<file path="src/rtl/psram_bist_pkg.sv">
// Shared types and constants for the PSRAM built-in self-test sequencer.
package psram_bist_pkg;

  typedef enum logic [2:0] {
    ST_IDLE,
    ST_CAL_WAIT,
    ST_WR_CMD,
    ST_WR_GAP,
    ST_RD_CMD,
    ST_RD_WAIT,
    ST_RD_GAP,
    ST_DONE
  } state_t;

  localparam logic [1:0] MODE_CONST    = 2'd0;
  localparam logic [1:0] MODE_ADDR_XOR = 2'd1;
  localparam logic [1:0] MODE_LFSR     = 2'd2;
  localparam logic [1:0] MODE_RSVD     = 2'd3;

  localparam logic [31:0] LFSR_POLY = 32'h8020_0003;

  // Right-shifting Galois step: the bit shifted out selects the toggle mask.
  function automatic logic [31:0] lfsr_next(input logic [31:0] s);
    return (s >> 1) ^ (s[0] ? LFSR_POLY : 32'h0);
  endfunction

endpackage

</file>
<file path="src/rtl/psram_bist_pattern.sv">
// Test-pattern source: word value from mode, seed, address and a 32-bit LFSR
// that is re-seeded at the start of every pass and stepped once per word.
module psram_bist_pattern
  import psram_bist_pkg::*;
#(
  parameter int ADDR_W = 21,
  parameter int DATA_W = 32
) (
  input  logic              sys_clk,
  input  logic              rst,
  input  logic [1:0]        mode,
  input  logic [DATA_W-1:0] seed,
  input  logic [ADDR_W-1:0] addr,
  input  logic              reseed,
  input  logic              advance,
  output logic [DATA_W-1:0] pattern
);

  logic [31:0] lfsr;
  logic [31:0] seed32;

  assign seed32 = 32'(seed);

  // An all-zero state would lock the LFSR, so a zero seed starts it at 1.
  always_ff @(posedge sys_clk) begin
    if (rst) begin
      lfsr <= 32'd1;
    end else if (reseed) begin
      lfsr <= (seed32 == 32'd0) ? 32'd1 : seed32;
    end else if (advance) begin
      lfsr <= lfsr_next(lfsr);
    end
  end

  always_comb begin
    pattern = seed;
    case (mode)
      MODE_ADDR_XOR: pattern = seed ^ DATA_W'(addr);
      MODE_LFSR:     pattern = DATA_W'(lfsr);
      default:       pattern = seed;
    endcase
  end

endmodule

</file>
<file path="src/rtl/psram_bist.sv">
// PSRAM BIST sequencer: writes a pattern over a word range, reads it back,
// compares each word and reports status; optionally repeats read passes.
module psram_bist
  import psram_bist_pkg::*;
#(
  parameter int ADDR_W    = 21,
  parameter int DATA_W    = 32,
  parameter int DEPTH     = 16,
  parameter int ADDR_STEP = 1,
  parameter int WR_GAP    = 255,
  parameter int RD_GAP    = 200,
  parameter int TIMEOUT   = 1023
) (
  input  logic                sys_clk,
  input  logic                rst,
  input  logic                start,
  input  logic [1:0]          mode,
  input  logic [DATA_W-1:0]   seed,
  input  logic                continuous,
  input  logic                ip_init_calib,
  output logic                ip_cmd,
  output logic                ip_cmd_en,
  output logic [ADDR_W-1:0]   ip_addr,
  output logic [DATA_W-1:0]   ip_wr_data,
  output logic [DATA_W/8-1:0] ip_data_mask,
  input  logic [DATA_W-1:0]   ip_rd_data,
  input  logic                ip_rd_data_valid,
  output logic                busy,
  output logic                done,
  output logic                pass,
  output logic                timeout_err,
  output logic                abort_err,
  output logic [15:0]         err_count,
  output logic [ADDR_W-1:0]   first_fail_addr,
  output logic [DATA_W-1:0]   first_fail_data,
  output logic [DATA_W-1:0]   last_rd_data,
  output logic [15:0]         pass_count
);

  localparam logic [ADDR_W:0]   LAST_IDX  = (ADDR_W+1)'(DEPTH - 1);
  localparam logic [ADDR_W-1:0] STEP      = ADDR_W'(ADDR_STEP);
  localparam logic [31:0]       WR_GAP_C  = 32'(WR_GAP);
  localparam logic [31:0]       RD_GAP_C  = 32'(RD_GAP);
  localparam logic [31:0]       TIMEOUT_C = 32'(TIMEOUT);

  state_t            state;
  logic [2:0]        cal_sync;
  logic              cal_ok;
  logic [1:0]        mode_q;
  logic [DATA_W-1:0] seed_q;
  logic              cont_q;
  logic [ADDR_W:0]   idx;
  logic [ADDR_W-1:0] addr;
  logic [31:0]       cnt;
  logic              last_word;
  logic              wr_gap_end;
  logic              rd_gap_end;
  logic              calib_lost;
  logic              pat_reseed;
  logic              pat_advance;
  logic [DATA_W-1:0] pattern;

  assign ip_data_mask = '0;
  assign cal_ok       = cal_sync[2];

  always_ff @(posedge sys_clk) begin
    if (rst) begin
      cal_sync <= 3'b000;
    end else begin
      cal_sync <= {cal_sync[1:0], ip_init_calib};
    end
  end

  assign last_word  = (idx == LAST_IDX);
  assign wr_gap_end = (state == ST_WR_GAP) && (cnt + 32'd1 >= WR_GAP_C);
  assign rd_gap_end = (state == ST_RD_GAP) && (cnt + 32'd1 >= RD_GAP_C);
  assign calib_lost = !cal_ok && (state inside {ST_WR_CMD, ST_WR_GAP, ST_RD_CMD,
                                                ST_RD_WAIT, ST_RD_GAP});

  // Pattern restarts at word 0 of every pass and steps once per word advance.
  assign pat_reseed  = !calib_lost &&
                       (((state == ST_CAL_WAIT) && cal_ok) ||
                        (wr_gap_end && last_word) ||
                        (rd_gap_end && last_word && cont_q));
  assign pat_advance = !calib_lost && (wr_gap_end || rd_gap_end) && !last_word;

  psram_bist_pattern #(
    .ADDR_W (ADDR_W),
    .DATA_W (DATA_W)
  ) u_pattern (
    .sys_clk (sys_clk),
    .rst     (rst),
    .mode    (mode_q),
    .seed    (seed_q),
    .addr    (addr),
    .reseed  (pat_reseed),
    .advance (pat_advance),
    .pattern (pattern)
  );

  always_ff @(posedge sys_clk) begin
    if (rst) begin
      state           <= ST_IDLE;
      ip_cmd          <= 1'b0;
      ip_cmd_en       <= 1'b0;
      ip_addr         <= '0;
      ip_wr_data      <= '0;
      busy            <= 1'b0;
      done            <= 1'b0;
      pass            <= 1'b0;
      timeout_err     <= 1'b0;
      abort_err       <= 1'b0;
      err_count       <= 16'd0;
      first_fail_addr <= '0;
      first_fail_data <= '0;
      last_rd_data    <= '1;
      pass_count      <= 16'd0;
      mode_q          <= MODE_CONST;
      seed_q          <= '0;
      cont_q          <= 1'b0;
      idx             <= '0;
      addr            <= '0;
      cnt             <= 32'd0;
    end else begin
      ip_cmd_en <= 1'b0;
      if (calib_lost) begin
        abort_err <= 1'b1;
        state     <= ST_DONE;
      end else begin
        case (state)
          ST_IDLE: begin
            if (start) begin
              mode_q          <= mode;
              seed_q          <= seed;
              cont_q          <= continuous;
              busy            <= 1'b1;
              done            <= 1'b0;
              pass            <= 1'b0;
              timeout_err     <= 1'b0;
              abort_err       <= 1'b0;
              err_count       <= 16'd0;
              first_fail_addr <= '0;
              first_fail_data <= '0;
              pass_count      <= 16'd0;
              state           <= ST_CAL_WAIT;
            end
          end
          ST_CAL_WAIT: begin
            if (cal_ok) begin
              idx   <= '0;
              addr  <= '0;
              state <= ST_WR_CMD;
            end
          end
          ST_WR_CMD: begin
            ip_cmd     <= 1'b1;
            ip_cmd_en  <= 1'b1;
            ip_addr    <= addr;
            ip_wr_data <= pattern;
            cnt        <= 32'd0;
            state      <= ST_WR_GAP;
          end
          ST_WR_GAP: begin
            if (wr_gap_end) begin
              if (last_word) begin
                idx   <= '0;
                addr  <= '0;
                state <= ST_RD_CMD;
              end else begin
                idx   <= idx + (ADDR_W+1)'(1);
                addr  <= addr + STEP;
                state <= ST_WR_CMD;
              end
            end else begin
              cnt <= cnt + 32'd1;
            end
          end
          ST_RD_CMD: begin
            ip_cmd    <= 1'b0;
            ip_cmd_en <= 1'b1;
            ip_addr   <= addr;
            cnt       <= 32'd0;
            state     <= ST_RD_WAIT;
          end
          // Saturating error count; the first mismatch is recorded while the count is still zero.
          ST_RD_WAIT: begin
            if (ip_rd_data_valid) begin
              last_rd_data <= ip_rd_data;
              if (ip_rd_data != pattern) begin
                if (err_count != 16'hFFFF) err_count <= err_count + 16'd1;
                if (err_count == 16'd0) begin
                  first_fail_addr <= addr;
                  first_fail_data <= ip_rd_data;
                end
              end
              cnt   <= 32'd0;
              state <= ST_RD_GAP;
            end else if (cnt == TIMEOUT_C) begin
              timeout_err <= 1'b1;
              state       <= ST_DONE;
            end else begin
              cnt <= cnt + 32'd1;
            end
          end
          ST_RD_GAP: begin
            if (rd_gap_end) begin
              if (last_word) begin
                pass_count <= pass_count + 16'd1;
                if (cont_q) begin
                  idx   <= '0;
                  addr  <= '0;
                  state <= ST_RD_CMD;
                end else begin
                  state <= ST_DONE;
                end
              end else begin
                idx   <= idx + (ADDR_W+1)'(1);
                addr  <= addr + STEP;
                state <= ST_RD_CMD;
              end
            end else begin
              cnt <= cnt + 32'd1;
            end
          end
          ST_DONE: begin
            busy  <= 1'b0;
            done  <= 1'b1;
            pass  <= (err_count == 16'd0) && !timeout_err && !abort_err;
            state <= ST_IDLE;
          end
          default: state <= ST_IDLE;
        endcase
      end
    end
  end

endmodule

</file>
<file path="config.mk">
export PLATFORM = sky130hd
export DESIGN_NAME = psram_bist
export DESIGN_NICKNAME = d
export VERILOG_FILES = /design/src/rtl/psram_bist_pkg.sv /design/src/rtl/psram_bist_pattern.sv /design/src/rtl/psram_bist.sv
export SDC_FILE = /design/constraint.sdc
export NUM_CORES = 1
export LEC_CHECK = 0
export ABC_CLOCK_PERIOD_IN_PS = 2900
export BUFFER_PORTS_ARGS = -buffer_cell sky130_fd_sc_hd__buf_2
export CAP_MARGIN = 20
export CORE_AREA = 2 2 237 239
export DETAILED_ROUTE_END_ITERATION = 6
export DIE_AREA = 0 0 239 241
export SLEW_MARGIN = 20
export SYNTH_ARGS = -nofsm -noshare
export SYNTH_HDL_FRONTEND = slang
export SYNTH_SLANG_ARGS = --single-unit
</file>
<file path="constraint.sdc">
create_clock -name sys_clk -period 2.9 [get_ports sys_clk]
set_clock_uncertainty 0.05 [all_clocks]
set_input_delay 0 -clock sys_clk [delete_from_list [all_inputs] [get_ports sys_clk]]
set_output_delay 0 -clock sys_clk [all_outputs]
set_load 0.005 [all_outputs]
</file>
== Word level (Yosys, flattened, before mapping) ==
Index checks and enable logic that the tools add are counted.

* Memories kept: 0
* Memory bits (read-only): 0
* Memory bits (writable): 0
* Output and inout bits: 181
* Bits of input ports: 72
* Flip-flop bits (word level): 325
* Latch bits: 0

* Muxes and demuxes: 65
* Divide/modulo/power cells: 0
* Order comparisons: 2
* Bitwise gates (word level): 3
* Reductions and logical operators: 49
* $mul: 0
* Shifts and indexed selects: 0
* Add/sub/neg operators: 5
* Eq/ne operators: 33

{| class="wikitable"
|+ Operator list
! kind !! count
|-
| $mux 32 || 12
|-
| $mux 21 || 10
|-
| $mux 22 || 6
|-
| $pmux 32 s2 || 2
|-
| $pmux 32 s4 || 1
|-
| $mux 16 || 6
|-
| $pmux 22 s3 || 1
|-
| $ge 32x8->1 const B || 2
|-
| $pmux 16 s2 || 2
|-
| $pmux 21 s3 || 1
|-
| $pmux 21 s2 || 1
|-
| $add 16x1->16 const B || 2
|-
| $add 32x1->32 const B || 1
|-
| $eq 32x10->1 const B || 1
|-
| $logic_not 32->1 || 1
|-
| $ne 32x32->1 || 1
|-
| $xor 31x32->32 || 1
|-
| $xor 32x21->32 || 1
|-
| $mux 3 || 9
|-
| $pmux 3 s8 || 1
|-
| $add 22x1->22 const B || 1
|-
| $eq 22x4->1 const B || 1
|-
| $add 21x1->21 const B || 1
|-
| $reduce_and 5->1 || 4
|-
| 27 further kinds || 88
|}

== Logic depth before layout (Yosys ltp) ==
Gate-level depths: netlist (run 1).

* Depth in word-level cells: 8
* Mapped depth: 16
* Gate-level depth less buffers: 11

== By module ==
From an unflattened synthesis (run 1), not the netlist that was laid out.

* Cell total of the unflattened synthesis: 1956
* Area, all modules: 15946.5 µm²

{| class="wikitable"
|+ Modules (own cells, without submodules)
! module !! area an instance (µm²) !! cells each !! times used !! seq. area each (µm²)
|-
| psram_bist || 13430.4 || 1611 || 1 || 5865.6
|-
| psram_bist_pattern || 2516.2 || 345 || 1 || 640.6
|}

== Worst setup path before layout (run 1) ==
Ideal clock, no wire load.

* Path type: reg2reg
* Start: register mode_q[0]
* End: register first_fail_data[10]
* Stages on the path, launching flop included: 16
* Library setup time: 0.128 ns
* Setup slack: -0.312 ns
* Data arrival time: 3.034 ns
* Path through: dfxtp_1 inv_1 ha_1 buf_2 clkbuf_1 o21ai_0 and3_1 nor4b_1 nand4_1 nor4_1 a31oi_1 clkbuf_1 nand2_1 buf_2 mux2i_1 nor2_1

* Word-level cells in the longest chain between the ends: 5
* Elaborated cells between the ends (all ways): 6

{| class="wikitable"
|+ RTL lines
! item !! line !! RTL
|-
| start: declaration || psram_bist.sv:49 || <nowiki>logic [1:0] mode_q;</nowiki>
|-
| start signal: assignment || psram_bist.sv:133 || <nowiki>mode_q <= mode;</nowiki>
|-
| $eq 2x2->1 or $eq 2x1->1 (tied branches) || psram_bist_pattern.sv:37 || <nowiki>case (mode)</nowiki>
|-
| $pmux 32 s2 (*) || psram_bist_pattern.sv:37 ||
|-
| $ne 32x32->1 (*) || psram_bist.sv:189 || <nowiki>if (ip_rd_data != pattern) begin</nowiki>
|-
| $ne 2x1->1 (no line) (*) || - ||
|-
| $reduce_and 6->1 (no line) (*) || - ||
|-
| end signal: assignment || psram_bist.sv:193 || <nowiki>first_fail_data <= ip_rd_data;</nowiki>
|-
| end: declaration || psram_bist.sv:35 || <nowiki>output logic [DATA_W-1:0] first_fail_data,</nowiki>
|}

Every way passes the cells marked *; elsewhere a longest branch is shown, timed or not.
A chain may end at the register's enable or synchronous reset.

== Worst setup path in the final report (run 1) ==
* Start: register cnt[0]
* End: register u_pattern.lfsr[23]

* Word-level cells in the longest chain between the ends: 8
* Elaborated cells between the ends (all ways): 16

{| class="wikitable"
|+ RTL lines
! item !! line !! RTL
|-
| start: declaration || psram_bist.sv:54 || <nowiki>logic [31:0] cnt;</nowiki>
|-
| start signal: assignment || psram_bist.sv:175 || <nowiki>cnt <= cnt + 32'd1;</nowiki>
|-
| start signal: assignment || psram_bist.sv:202 || <nowiki>cnt <= cnt + 32'd1;</nowiki>
|-
| start signal: assignment || psram_bist.sv:222 || <nowiki>cnt <= cnt + 32'd1;</nowiki>
|-
| $add 32x1->32 (*) || psram_bist.sv:75, psram_bist.sv:76 ||
|-
| $ge 32x8->1, on equally long branches || psram_bist.sv:75, psram_bist.sv:76 ||
|-
| $logic_and 1x1->1, on equally long branches || psram_bist.sv:75, psram_bist.sv:76 ||
|-
| $logic_and 1x1->1, on equally long branches || psram_bist.sv:83, psram_bist.sv:84 ||
|-
| $logic_or 1x1->1 or $logic_and 1x1->1 (tied branches) || psram_bist.sv:82, psram_bist.sv:84 ||
|-
| $logic_or 1x1->1 || psram_bist.sv:83 || <nowiki>(wr_gap_end && last_word) ||</nowiki>
|-
| $logic_and 1x1->1 || psram_bist.sv:81 || <nowiki>assign pat_reseed = !calib_lost &&</nowiki>
|-
| $mux 32 or $reduce_bool 2->1 (tied branches) || - ||
|-
| end signal: assignment || psram_bist_pattern.sv:29 || <nowiki>lfsr <= (seed32 == 32'd0) ? 32'd1 : seed32;</nowiki>
|-
| end signal: assignment || psram_bist_pattern.sv:31 || <nowiki>lfsr <= lfsr_next(lfsr);</nowiki>
|-
| end: declaration || psram_bist_pattern.sv:19 || <nowiki>logic [31:0] lfsr;</nowiki>
|}

Marked as above.

==> results of run 1 <==
-- area by class of cell --
| type | count | area, µm² |
|---|---|---|
| Clock buffer | 52 | 1060 |
| Clock inverter | 9 | 110 |
| Fill cell | 5280 | 30100 |
| Inverter | 26 | 97.6 |
| Multi-Input combinational cell | 1481 | 10500 |
| Sequential cell | 325 | 6540 |
| Tap cell | 704 | 881 |
| Timing Repair Buffer | 672 | 5660 |
-- metrics by stage --
stage                     TNS (ns)  util [%]  area, µm²  cells  power (µW)
after global placement      -84.50      36.7      20100   3054        7930
after global routing       -119.33      45.2      24800   3269       14200
after CTS                   -61.97      43.1      23700   3244       13400
after detailed placement    -99.21      36.7      20100   3054        8010
final                       -88.61      45.2      24800   3269       13600
after floorplan              -7.77         -      16700   1993        6880
-- sequential cells by signal, summed over array words and instances, names as in the netlist, 2 cells and up --
register	cells
ip_addr	21
cnt	32
first_fail_data	32
err_count	16
last_rd_data	32
cal_sync	3
state	3
addr	21
seed_q	32
ip_wr_data	32
mode_q	2
pass_count	16
u_pattern.lfsr	32
idx	22
first_fail_addr	21
-- logic make-up (layout without fill, tap and decap cells) --
logic type,count (synthesis),in the layout,share of synthesized area [%]
mux,92,92,5.62
flops,325,325,39.7
compound gates,438,439,17.9
other cells,1,4,0.0229
buf+inv,189,759,5.18
simple gates,901,902,29.0
xor+xnor,35,35,1.87
fa+ha+maj,9,9,0.688
-- final timing paths --
check / startpoint / to / slack (ns) / depth (start not counted)
max: cnt[0]$_SDFFE_PP0P_ / u_pattern.lfsr[23]$_SDFFE_PP0P_ / -0.48 / 15
min: seed[13] / seed_q[13]$_SDFFE_PP0P_ / 0.16 / 4
max reg2reg: cnt[0]$_SDFFE_PP0P_ / u_pattern.lfsr[23]$_SDFFE_PP0P_ / -0.48 / 15
min reg2reg: ip_addr[0]$_SDFFE_PP0P_ / ip_addr[0]$_SDFFE_PP0P_ / 0.40 / 2
-- layer usage --
layer | share of wire (%) | global-route usage (%) | wire length [µm]
met4 | 2.3 | 5.66 | 1540
met3 | 6.9 | 3.75 | 4570
met5 | 0 | 0 | 0
met2 | 49 | 37.2 | 32600
met1 | 42 | 27.5 | 27600
-- tightest hold or removal path, stage by stage --
cell	delay (ns)
dlygate4sd3_1	0.51
buf_2	0.09
mux2i_1	0.05
nor2_1	0.07
-- synthesized netlist by cell type (27+ instances only) --
cell,count
mux2i_1,92
a21oi_1,163
or4_1,27
nand3_1,86
a222oi_1,31
nor2b_1,33
clkbuf_1,112
buf_2,30
dfxtp_1,325
and3_1,80
o21ai_0,74
nand2_1,184
or3_1,37
nand3b_1,36
nor2_1,245
-- report_power, final --
part | switching, µW | internal (µW) | total [µW]
Combinational | 2210 | 1900 | 4110
Clock | 1980 | 2650 | 4640
Sequential | 199 | 4670 | 4870
Total | 4390 | 9230 | 13600
-- what timing repair did --
action | in CTS | in global routing
setup buffers | 38 | 21
gates cloned | 23 | 10
gates resized for setup | 204 | 209
pin swaps | 92 | 103
hold buffers | 72 | 0
hold endpoints to repair | 136 | 0
endpoints found under the setup margin | 232 | 232
==> impl_metrics.toml, run 1 <==
[outcome]
status = "complete, but fails checks"
violations = "negative setup slack"

[timing]
worst_slack_ns = -0.478
min_period_ns = 3.38
slew_headroom_pct = 38.7
worst_slew_pin_slew_ns = 0.920
rsz0062_at_grt = "true"
hold_viol = 0
drv_slew = 0
whs_ns = 0.162
setup_viol = 231
timing.fmax_ghz = 0.296
period_share_pct = 116

[layout]
mostFrequentLayoutCells = "dfxtp_1 (311), buf_2 (247), buf_4 (241)"
area_delta_synth_final_pct = 51.6
mostFrequentLayoutCell = "dfxtp_1"
diodes = 0
nets = 2623
layout-drive-gt1-share_pct = 36.6

[critical_path]
path_cells = "ha_4 > buf_6 > buf_6 > buf_6 > or3b_4 > o32ai_2 > a32o_2 > a22oi_2 > nand4_4 > o211ai_1 > buf_4 > a41o_4 > buf_12 > a222oi_1 > nor2_1"
cp-end-kind = "flip-flop"
slowest_stage = "or3b_4"
worst_ep_required_time_ns = 3.24
cpMostUsedCell = "buf_6"
cp_num_buf_inv = 5
max_stage_delay_ns = 0.38
cp_top_family = "compound AO/OA/AOI/OAI gates"
crit_type = "flip-flop to flip-flop"
cp-start-kind = "flip-flop"
crit_fanout = 8
arrival_ns = 3.72

[cts]
clock_latency_ns = 0.56
clkSinkCount = 325
cts.path.max_buffers = 3
cts_buffers = 36
cts_max_level = 2
clockRootBuffer = "clkbuf_16"
clkTransAtPathRegs_ns = 0.06
cts_tree = "yes"

[grt]
grt_use_total_pct = 21.5
grt_pass1_vias = 17100
grt_pass1_wl_um = 97900
grt_max_degree = 66
antenna_found_initial = 0
grt_overflow_total = 0

[synthesis]
netlist_area_mm2 = 0.0164
synth_cell_types = 88
synth_area_leaders = "dfxtp_1 (40%), mux2i_1 (5.6%), nor2_1 (5.6%), a21oi_1 (5.0%), nand2_1 (4.2%)"
synth_top_area_share_pct = 39.7
ys_ff_latch = 325
ys_warn_count = 0
ys.flop_type = "dfxtp_1"
syn_avg_cell_area_um2 = 8.23
syn_inst = 1990
synth_top_area_cell = "dfxtp_1"
synth_edf_count = 0
ys_seq_area_share_pct = 39.7
async_reset_ff_share_pct = 0

[placed_design]
port_buffers = 248
dp_hpwl_um = 44300
place_ws_ns = -0.585
gp_congestion = 0.902

[route]
ant_nets = 0
firstDrtPassIters = 7
routed_wl_um = 66300
post-route-drc-count = 0
via_per_inst = 5.47
wire_per_inst_um = 20.3
vias = 17900
drt_iter0_drc = 1746

[floorplanning]
die_y_um = 241
core_area_mm2 = 0.0549
die_x_um = 239
die_area_mm2 = 0.0576
io_pins = 253
rows = 86
initial_core_util_pct = 29.8

[power_and_ir_drop]
p_per_area_mw_per_mm2 = 549
leakage_uw = 0.0101
vdd_drop_max_mv = 0.422

[flow_run]
maxCapViolCount = 0

[min_path]
hold_path.class = "primary input to flip-flop"
No activity file was read; power rests on OpenSTA's default activity.
==> run 2, diff against run 1 <==
--- a/config.mk
+++ b/config.mk
@@ -5,12 +5,12 @@
 export SDC_FILE = /design/constraint.sdc
 export NUM_CORES = 1
 export LEC_CHECK = 0
-export ABC_CLOCK_PERIOD_IN_PS = 2900
+export ABC_CLOCK_PERIOD_IN_PS = 3300
 export BUFFER_PORTS_ARGS = -buffer_cell sky130_fd_sc_hd__buf_2
 export CAP_MARGIN = 20
-export CORE_AREA = 2 2 237 239
+export CORE_AREA = 10 10 245 247
 export DETAILED_ROUTE_END_ITERATION = 6
-export DIE_AREA = 0 0 239 241
+export DIE_AREA = 0 0 255 257
 export SLEW_MARGIN = 20
 export SYNTH_ARGS = -nofsm -noshare
 export SYNTH_HDL_FRONTEND = slang
==> constraint.sdc (replaced) <==
create_clock -name sys_clk -period 3.3 [get_ports sys_clk]
set_clock_uncertainty 0.05 [all_clocks]
set_input_delay 0 -clock sys_clk [delete_from_list [all_inputs] [get_ports sys_clk]]
set_output_delay 0 -clock sys_clk [all_outputs]
set_load 0.005 [all_outputs]
==> run 2 against run 1 <==
The run now ends clean. First-iteration DRC count decreased by 16%. Flip-flop and latch count unchanged. Wire length decreased by 3.9%. Critical path type unchanged.
==> impl_metrics.toml, run 2 (synthesized netlist as in run 1, its figures left out) <==
[floorplanning]
rows = 86
initial_core_util_pct = 29.8
core_area_mm2 = 0.0549
die_x_um = 255
die_y_um = 257
die_area_mm2 = 0.0655
io_pins = 253

[critical_path]
arrival_ns = 3.65
setup.worst_path.start = "cnt[0]$_SDFFE_PP0P_"
cp-start-kind = "flip-flop"
worst_ep_required_time_ns = 3.66
endpoint = "u_pattern.lfsr[18]$_SDFFE_PP0P_"
crit_fanout = 10
cp-end-kind = "flip-flop"
reg2reg_to = "u_pattern.lfsr[18]$_SDFFE_PP0P_"
r2r_setup_slack_ns = 0.01
r2r-start = "cnt[0]$_SDFFE_PP0P_"
r2r_cells = 12
crit_type = "flip-flop to flip-flop"

[power_and_ir_drop]
p_switching_uw = 3730
combPwrFrac_pct = 26.0
vdd_drop_max_mv = 0.380
leakage_uw = 0.00899
p_per_area_mw_per_mm2 = 529
finalPower_uw = 11700
p_seq_share_pct = 37.0
power.internal_uw = 8000
p_sw_share_pct = 31.8
pwr-share-clk_pct = 37.0

[timing]
setup_viol = 0
min_period_ns = 3.29
timing.fmax_ghz = 0.304
slew_headroom_pct = 39.1
rsz0062_at_grt = "true"
hold_viol = 0
whs_ns = 0.181
drv_slew = 0
worst_slew_pin_slew_ns = 0.914
period_share_pct = 99.7

[min_path]
min-delay-start = "mode[1]"
hold_depth = 4
hold_path.class = "primary input to flip-flop"

[route]
vias = 17000
firstDrtPassIters = 6
routed_wl_um = 63800
post-route-drc-count = 0
ant_nets = 0
wire_per_inst_um = 20.6
drt_iter0_drc = 1471
via_per_inst = 5.48

[cts]
clkTransAtPathRegs_ns = 0.06
cts_tree = "yes"
cts_buffers = 37
cts_max_level = 2
cts.path.max_buffers = 3
clock_latency_ns = 0.55
clkSinkCount = 325
clockRootBuffer = "clkbuf_16"

[layout]
layout-drive-gt1-share_pct = 26.5
mostFrequentLayoutCells = "dfxtp_1 (309), buf_2 (247), nor2_1 (245)"
area_delta_synth_final_pct = 35.3
mostFrequentLayoutCell = "dfxtp_1"
diodes = 0
nets = 2446

[grt]
grt_pass1_vias = 16000
grt_overflow_total = 0
antenna_found_initial = 0
grt_use_total_pct = 17.7
grt_pass1_wl_um = 93800
grt_max_degree = 78

[outcome]
status = "completed"

[placed_design]
port_buffers = 248
dp_hpwl_um = 44500
gp_congestion = 0.928

[flow_run]
maxCapViolCount = 0
-- run 2: changes by cell type in the layout (fill, tap and decap cells not counted), sizes merged --
cell      previous run  this run
a41o                 2         1
buf                589       409
bufbuf               1         0
bufinv               1         3
clkbuf              62        63
clkinv               9        13
clkinvlp             0         2
inv                 25        26
-- run 2: how the worst min path moves through the flow --
stage / endpoint
after global placement: seed_q[18]$_SDFFE_PP0P_
after global routing: seed_q[9]$_SDFFE_PP0P_
after floorplan: last_rd_data[0]$_SDFFE_PP1P_
after detailed placement: seed_q[15]$_SDFFE_PP0P_
final: mode_q[1]$_SDFFE_PP0P_
after CTS: seed_q[15]$_SDFFE_PP0P_
-- run 2: critical path, cell delays in order, from the launching register on --
cell	delay (ns)
dfxtp_2	0.36
ha_4	0.17
and3_4	0.20
nand4_2	0.10
or4_4	0.54
a211oi_4	0.38
nand4_2	0.19
o21bai_4	0.29
a211oi_4	0.14
buf_12	0.18
buf_4	0.14
a222oi_1	0.32
nor2_1	0.08
-- run 2: power groups by stage --
stage / Combinational, µW / Clock, µW / Sequential (µW)
3_5_place_dp: 2430 / 0 / 4400
6_report: 3050 / 4340 / 4330
2_1_floorplan: 1580 / 0 / 4310
4_1_cts: 2600 / 4430 / 4320
3_3_place_gp: 2390 / 0 / 4390
5_1_grt: 3260 / 4580 / 4350
-- run 2: final cells by class --
cell class,count,area (µm²)
clock buffers,49,1080
well taps,704,881
multi-input cells,1480,9570
fillers,5447,32700
clock inverters,18,200
repair buffers,495,3790
flip-flops and latches,325,6530
inverters,26,103
-- run 2: per-stage QoR --
step	setup WS (ns)	instance area, µm²	utilization, %	setup TNS [ns]	std cells
2_1_floorplan	0.0883	16400	-	0	1993
3_3_place_gp	-0.342	19000	34.6	-34.95	2918
3_5_place_dp	-0.359	19000	34.6	-37.91	2918
4_1_cts	-0.00556	21100	38.5	-0.00556	3059
5_1_grt	-0.132	22200	40.4	-4.06	3097
6_report	0.00994	22200	40.4	0	3097
-- run 2: layer usage --
layer  track usage (%)  vias to the layer above  routed length [µm]
met4              5.70                        0                1950
li1                  -                     7979                   -
met1              22.5                     8214               26900
met3              2.79                      106                4620
met5                 0                        -                   0
met2              29.9                      681               30400
-- run 2: timing repair --
| item | 4_1_cts | 5_1_grt |
|---|---|---|
| setup buffers | 1 | 20 |
| pin swaps | 8 | 39 |
| setup endpoints to repair | 175 | 227 |
| endpoints found under the hold margin | 142 | 0 |
| cloned | 1 | 21 |
| gates resized for setup | 28 | 130 |
| hold buffers | 72 | 0 |
